`config.mk`:
```
export PLATFORM = sky130hd
export DESIGN_NAME = mem_port_arbiter
export DESIGN_NICKNAME = d
export VERILOG_FILES = /design/src/rtl/mem_port_arbiter.sv
export SDC_FILE = /design/constraint.sdc
export NUM_CORES = 1
export LEC_CHECK = 0
export ABC_CLOCK_PERIOD_IN_PS = 2900
export CAP_MARGIN = 20
export CELL_PAD_IN_SITES_DETAIL_PLACEMENT = 0
export CELL_PAD_IN_SITES_GLOBAL_PLACEMENT = 2
export CORE_MARGIN = 2
export CORE_UTILIZATION = 27
export CTS_BUF_LIST = sky130_fd_sc_hd__clkbuf_2
export DETAILED_ROUTE_END_ITERATION = 16
export PLACE_DENSITY = 0.91
export SYNTH_ARGS = -nofsm -noshare
export SYNTH_HDL_FRONTEND = slang
export SYNTH_SLANG_ARGS = --single-unit
```
`constraint.sdc`:
```
create_clock -name clk_i -period 2.9 [get_ports clk_i]
set_input_delay 0.58 -clock clk_i [delete_from_list [all_inputs] [get_ports clk_i]]
set_output_delay 0.58 -clock clk_i [all_outputs]
set_load 0.01 [all_outputs]
```
`src/rtl/mem_port_arbiter.sv`:
```
// rtl/mem_port_arbiter.sv - fetch/data arbiter and access sequencer for one shared fixed-latency memory port
// Optional fetch anti-starvation guard: define MEM_ARB_STARVE_GUARD_EN.
module mem_port_arbiter #(
   parameter int ADDR_W     = 32,
   parameter int DATA_W     = 32,
   parameter int MEM_LAT    = 2,
   parameter int STARVE_MAX = 4
) (
   input  logic              clk_i,
   input  logic              rst_ni,
   // instruction fetch port
   input  logic              if_req_i,
   input  logic [ADDR_W-1:0] if_addr_i,
   output logic              if_ack_o,
   output logic [DATA_W-1:0] if_rdata_o,
   // data (load/store) port
   input  logic              dm_req_i,
   input  logic              dm_we_i,
   input  logic [ADDR_W-1:0] dm_addr_i,
   input  logic [DATA_W-1:0] dm_wdata_i,
   output logic              dm_ack_o,
   output logic [DATA_W-1:0] dm_rdata_o,
   // pipeline stalls
   output logic              stall_if_o,
   output logic              stall_mem_o,
   // shared memory port
   output logic              mem_en_o,
   output logic              mem_we_o,
   output logic [ADDR_W-1:0] mem_addr_o,
   output logic [DATA_W-1:0] mem_wdata_o,
   input  logic [DATA_W-1:0] mem_rdata_i,
   // status
   output logic              busy_o
);

   // The wait counter holds MEM_LAT-1 down to 0; keep at least one bit for MEM_LAT=1.
   localparam int              CNT_W    = (MEM_LAT > 1) ? $clog2(MEM_LAT) : 1;
   localparam logic [CNT_W-1:0] CNT_LOAD = CNT_W'(MEM_LAT - 1);

   typedef enum logic [1:0] {
      S_IDLE  = 2'd0,
      S_ISSUE = 2'd1,
      S_WAIT  = 2'd2,
      S_ACK   = 2'd3
   } state_e;

   state_e            state_q, state_d;
   logic              owner_q, owner_d;    // 1 = data port owns the access, 0 = fetch
   logic              we_q, we_d;
   logic [ADDR_W-1:0] addr_q, addr_d;
   logic [DATA_W-1:0] wdata_q, wdata_d;
   logic [CNT_W-1:0]  cnt_q, cnt_d;
   logic [DATA_W-1:0] if_rdata_q;
   logic [DATA_W-1:0] dm_rdata_q;

   logic              grant_dm;
   logic              grant_if;
   logic              capture;

`ifdef MEM_ARB_STARVE_GUARD_EN
   localparam int              SC_W    = $clog2(STARVE_MAX + 1);
   localparam logic [SC_W-1:0] SC_MAX  = SC_W'(STARVE_MAX);

   logic [SC_W-1:0] starve_q, starve_d;
   logic            starve_hit;

   // Data wins unless a waiting fetch has already been passed over STARVE_MAX times.
   always_comb begin
      starve_hit = if_req_i && (starve_q == SC_MAX);
      grant_if   = if_req_i && (!dm_req_i || starve_hit);
      grant_dm   = dm_req_i && !grant_if;
      starve_d   = starve_q;
      if (state_q == S_IDLE) begin
         if (grant_if) begin
            starve_d = '0;
         end else if (grant_dm && if_req_i && (starve_q != SC_MAX)) begin
            starve_d = starve_q + SC_W'(1);
         end
      end
   end

   // Saturating count of data grants made over a pending fetch.
   always_ff @(posedge clk_i or negedge rst_ni) begin
      if (!rst_ni) begin
         starve_q <= '0;
      end else begin
         starve_q <= starve_d;
      end
   end
`else
   localparam int starve_max_unused = STARVE_MAX;

   // Strict data priority: a fetch is granted only when no data request is pending.
   always_comb begin
      grant_dm = dm_req_i;
      grant_if = if_req_i && !dm_req_i;
   end
`endif

   // Next-state and access latch logic for the IDLE/ISSUE/WAIT/ACK sequencer.
   always_comb begin
      state_d = state_q;
      owner_d = owner_q;
      we_d    = we_q;
      addr_d  = addr_q;
      wdata_d = wdata_q;
      cnt_d   = cnt_q;
      unique case (state_q)
         S_IDLE: begin
            if (grant_dm) begin
               owner_d = 1'b1;
               we_d    = dm_we_i;
               addr_d  = dm_addr_i;
               wdata_d = dm_wdata_i;
               state_d = S_ISSUE;
            end else if (grant_if) begin
               owner_d = 1'b0;
               we_d    = 1'b0;
               addr_d  = if_addr_i;
               wdata_d = '0;
               state_d = S_ISSUE;
            end
         end
         S_ISSUE: begin
            // With MEM_LAT=1 the counter loads 0, so the single WAIT cycle is the capture cycle.
            cnt_d   = CNT_LOAD;
            state_d = S_WAIT;
         end
         S_WAIT: begin
            if (cnt_q == '0) begin
               state_d = S_ACK;
            end else begin
               cnt_d = cnt_q - CNT_W'(1);
            end
         end
         S_ACK: begin
            // Requests are ignored here so a stale request of the acked port is not regranted.
            state_d = S_IDLE;
         end
         default: begin
            state_d = S_IDLE;
         end
      endcase
   end

   // Sequencer state and latched access descriptor.
   always_ff @(posedge clk_i or negedge rst_ni) begin
      if (!rst_ni) begin
         state_q <= S_IDLE;
         owner_q <= 1'b0;
         we_q    <= 1'b0;
         addr_q  <= '0;
         wdata_q <= '0;
         cnt_q   <= '0;
      end else begin
         state_q <= state_d;
         owner_q <= owner_d;
         we_q    <= we_d;
         addr_q  <= addr_d;
         wdata_q <= wdata_d;
         cnt_q   <= cnt_d;
      end
   end

   // Read data is valid in the last WAIT cycle; stores never touch the rdata registers.
   assign capture = (state_q == S_WAIT) && (cnt_q == '0) && !we_q;

   // Capture memory read data into the owning port's result register.
   always_ff @(posedge clk_i or negedge rst_ni) begin
      if (!rst_ni) begin
         if_rdata_q <= '0;
         dm_rdata_q <= '0;
      end else if (capture) begin
         if (owner_q) begin
            dm_rdata_q <= mem_rdata_i;
         end else begin
            if_rdata_q <= mem_rdata_i;
         end
      end
   end

   // Output decode from registered state.
   always_comb begin
      mem_en_o    = (state_q == S_ISSUE);
      mem_we_o    = (state_q == S_ISSUE) && we_q;
      mem_addr_o  = addr_q;
      mem_wdata_o = wdata_q;
      if_ack_o    = (state_q == S_ACK) && !owner_q;
      dm_ack_o    = (state_q == S_ACK) && owner_q;
      if_rdata_o  = if_rdata_q;
      dm_rdata_o  = dm_rdata_q;
      busy_o      = (state_q != S_IDLE);
      stall_if_o  = if_req_i && !if_ack_o;
      stall_mem_o = dm_req_i && !dm_ack_o;
   end

endmodule

```
==> metrics.md <==
| Metric | Value |
|---|---|
| Final TNS setup | `0 ps` |
| Pwr/cell area | `971 nW/um^2` |
| First-pass GRT wire length | `24.5 mm` |
| Cells after Synth | `447` |
| GRT Overall Usage | `14.4%` |
| Drt pass-1 iters | `4` |
| Vias in the first global route | `4644` |
| Status | `complete, no violations` |
| Die X | `146 um` |
| Max-cap viol count | `0` |
| FP Rows | `51` |
| Total gr overflow | `0` |
| Initial Util | `27.7%` |
| Yosys Warn Count | `0` |
| Final Skew | `27.8 ps` |
| CP required | `2320 ps` |
| Post-DP HPWL | `11.1 mm` |
| Min-delay worst type | `in -> reg` |
| Commonest non-fill, non-tap cell in the layout | `clkdlybuf4s50_1` |
| Largest net degree at the start of global routing | `82` |
| Critical Path Sink Type | `output pin` |
| # DRC | `0` |
| CP max FO | `4` |
| Multi-input logic area | `1960 um^2` |
| Skew-Pair Late Insertion Delay | `670 ps` |
| Pins over their slew limit | `0` |
| Max_slew headroom | `40.4%` |
| Die Y | `146 um` |
| TritonCTS clock tree | `done` |
| Share of layout cells above drive strength 1 | `14.8%` |
| Clk slew on worst S/H paths | `200 ps` |
| F_max | `372 MHz` |
| Per-cell routed wire length | `15.2 um` |
| Synthesized area | `5450 um^2` |
| Reg area | `3330 um^2` |
| Syn Nets | `586` |
| H-tree depth | `4` |
| Buffers & Inverters on Critical Path | `2` |
| Setup CP Type | `reg -> out` |
| Leak | `3.91 nW` |
| IO Count | `268` |
| Delay-heaviest family, CP | `buffers and inverters` |
| Post-route antenna net violation count | `0` |
| Final net count | `856` |
| Vias per inst | `4.36` |
| Distinct cells, synth | `23` |
| Placed cell area | `8390 um^2` |
| Period utilisation layout | `92.7%` |
| Area growth syn-to-layout | `59.9%` |
| Most frequent cells in the layout | `clkdlybuf4s50_1, dfrtp_1, nand2_1` |
| Seq/Total Area, Yosys | `61.1%` |
| CTS Buf Count | `17` |
| Worst Path Arrival | `2110 ps` |
| Core Region | `19700 um^2` |
| CTS Buffer Depth | `2` |
| Cell chosen for the clock root | `clkbuf_2` |
| RSZ-0062 raised after global routing | `no` |
| Syn avg cell area | `12.2 um^2` |
| Slowest stage cell, crit path | `clkdlybuf4s50_1` |
| Peak VDD IR | `0.000371 V` |
| Routability congestion estimate | `0.767` |
| Starting DRC count in detailed routing | `139` |
| Fin area | `8720 um^2` |
| Fin. Hold Viols | `0` |
| Clock sinks | `133` |
| Total Routed Length | `15.2 mm` |
| Final setup viols | `0` |
| FILL cells | `1890` |
| Startpoint types | `register` |
| Initial antenna violation count | `1` |
| Vias | `4339` |
| Worst-margin pin slew | `894 ps` |
| Min cycle time layout | `2690 ps` |
| Die ar. | `21300 um^2` |
| #FFs+latches synth | `133` |
| Slowest stage delay, CP | `570 ps` |
| Port Buffers | `267` |
| Worst path cell trace | `inv_1, ha_1, and2_1, clkdlybuf4s50_1` |
==> routing by layer <==
layer / part of all wire, % / GRT usage, %
met2: 49 / 24.5
met4: 1.5 / 5.44
met1: 41 / 16.8
met5: 0 / 0
met3: 8.5 / 5.06
==> report_power, final <==
part	internal [W]	switching [W]	total, W
Clock	0.000582	0.000718	0.00130
Sequential	0.00271	0.000493	0.00320
Combinational	0.00230	0.00166	0.00397
==> cell usage after synthesis (all sizes together) <==
library cell	n	share of area, %
dfrtp	133	61
nand2	102	7.0
mux2	65	13
mux2i	33	6.1
nand3	33	3.0
o21ai	33	3.1
buf	17	2.1
clkbuf	11	0.76
ha	6	1.4
inv	4	0.28
and2	2	0.23
nor2b	2	0.23
a21oi	1	0.092
and2b	1	0.14
nor3	1	0.30
nor3b	1	0.14
nor4b	1	0.44
o32a	1	0.18
==> worst paths after layout <==
kind	from	endpoint	slack, ps	depth (start not counted)
min in group asynchronous	rst_ni	if_rdata_o[1]	290	2
worst min-delay path	dm_req_i	owner_q	280	4
worst max-delay path	state_q[1]	mem_we_o	210	4
worst min register to register	mem_wdata_o[22]	mem_wdata_o[22]	490	2
max in group asynchronous	rst_ni	mem_wdata_o[2]	1800	3
worst max register to register	state_q[0]	state_q[1]	880	6
==> per-stage QoR <==
step           power, W  instances  hold WS, ps  utilization [%]  worst slack [ps]
2_1_floorplan   0.00486        447          284                -              1110
3_3_place_gp    0.00713        959          426             42.7               459
3_5_place_dp    0.00726        959          431             42.7               475
4_1_cts         0.00861        993          145             44.2              6.57
5_1_grt         0.00905        996          169             44.4              27.4
6_report        0.00847        996          279             44.4               211
==> logic make-up after synthesis <==
family,share of synthesized area [%]
buf+inv,3.17
simple gates,11.5
mux,19.5
fa+ha+maj,1.38
flops,61.1
compound gates,3.37
==> tightest hold or removal path: stages <==
cell and delay, ps:
buf_4 110, o21ai_4 100, nand2_1 80, nand2_1 50
==> registers in the layout (all words and copies together) (netlist names) <==
register	flops
dm_rdata_o	32
we_q	1
state_q	2
mem_wdata_o	32
mem_addr_o	32
owner_q	1
cnt_q	1
if_rdata_o	32
==> area by class of cell <==
cell class / instances / share of cell area, %
clock inverter: 14 / 2.28
timing repair buffer: 279 / 32.1
inverter: 4 / 0.172
antenna: 1 / 0.0287
multi-input combinational: 282 / 22.4
clock buffer: 18 / 1.03
tap: 265 / 3.80
sequential: 133 / 38.2
==> timing repair <==
item	CTS	global route
buffers inserted	1	2
hold endpoints to repair	85	0
cloned	0	0
setup endpoints to repair	1	2
resized for setup	0	2
hold buffers	1	0
(Power assumes the default switching activity.)
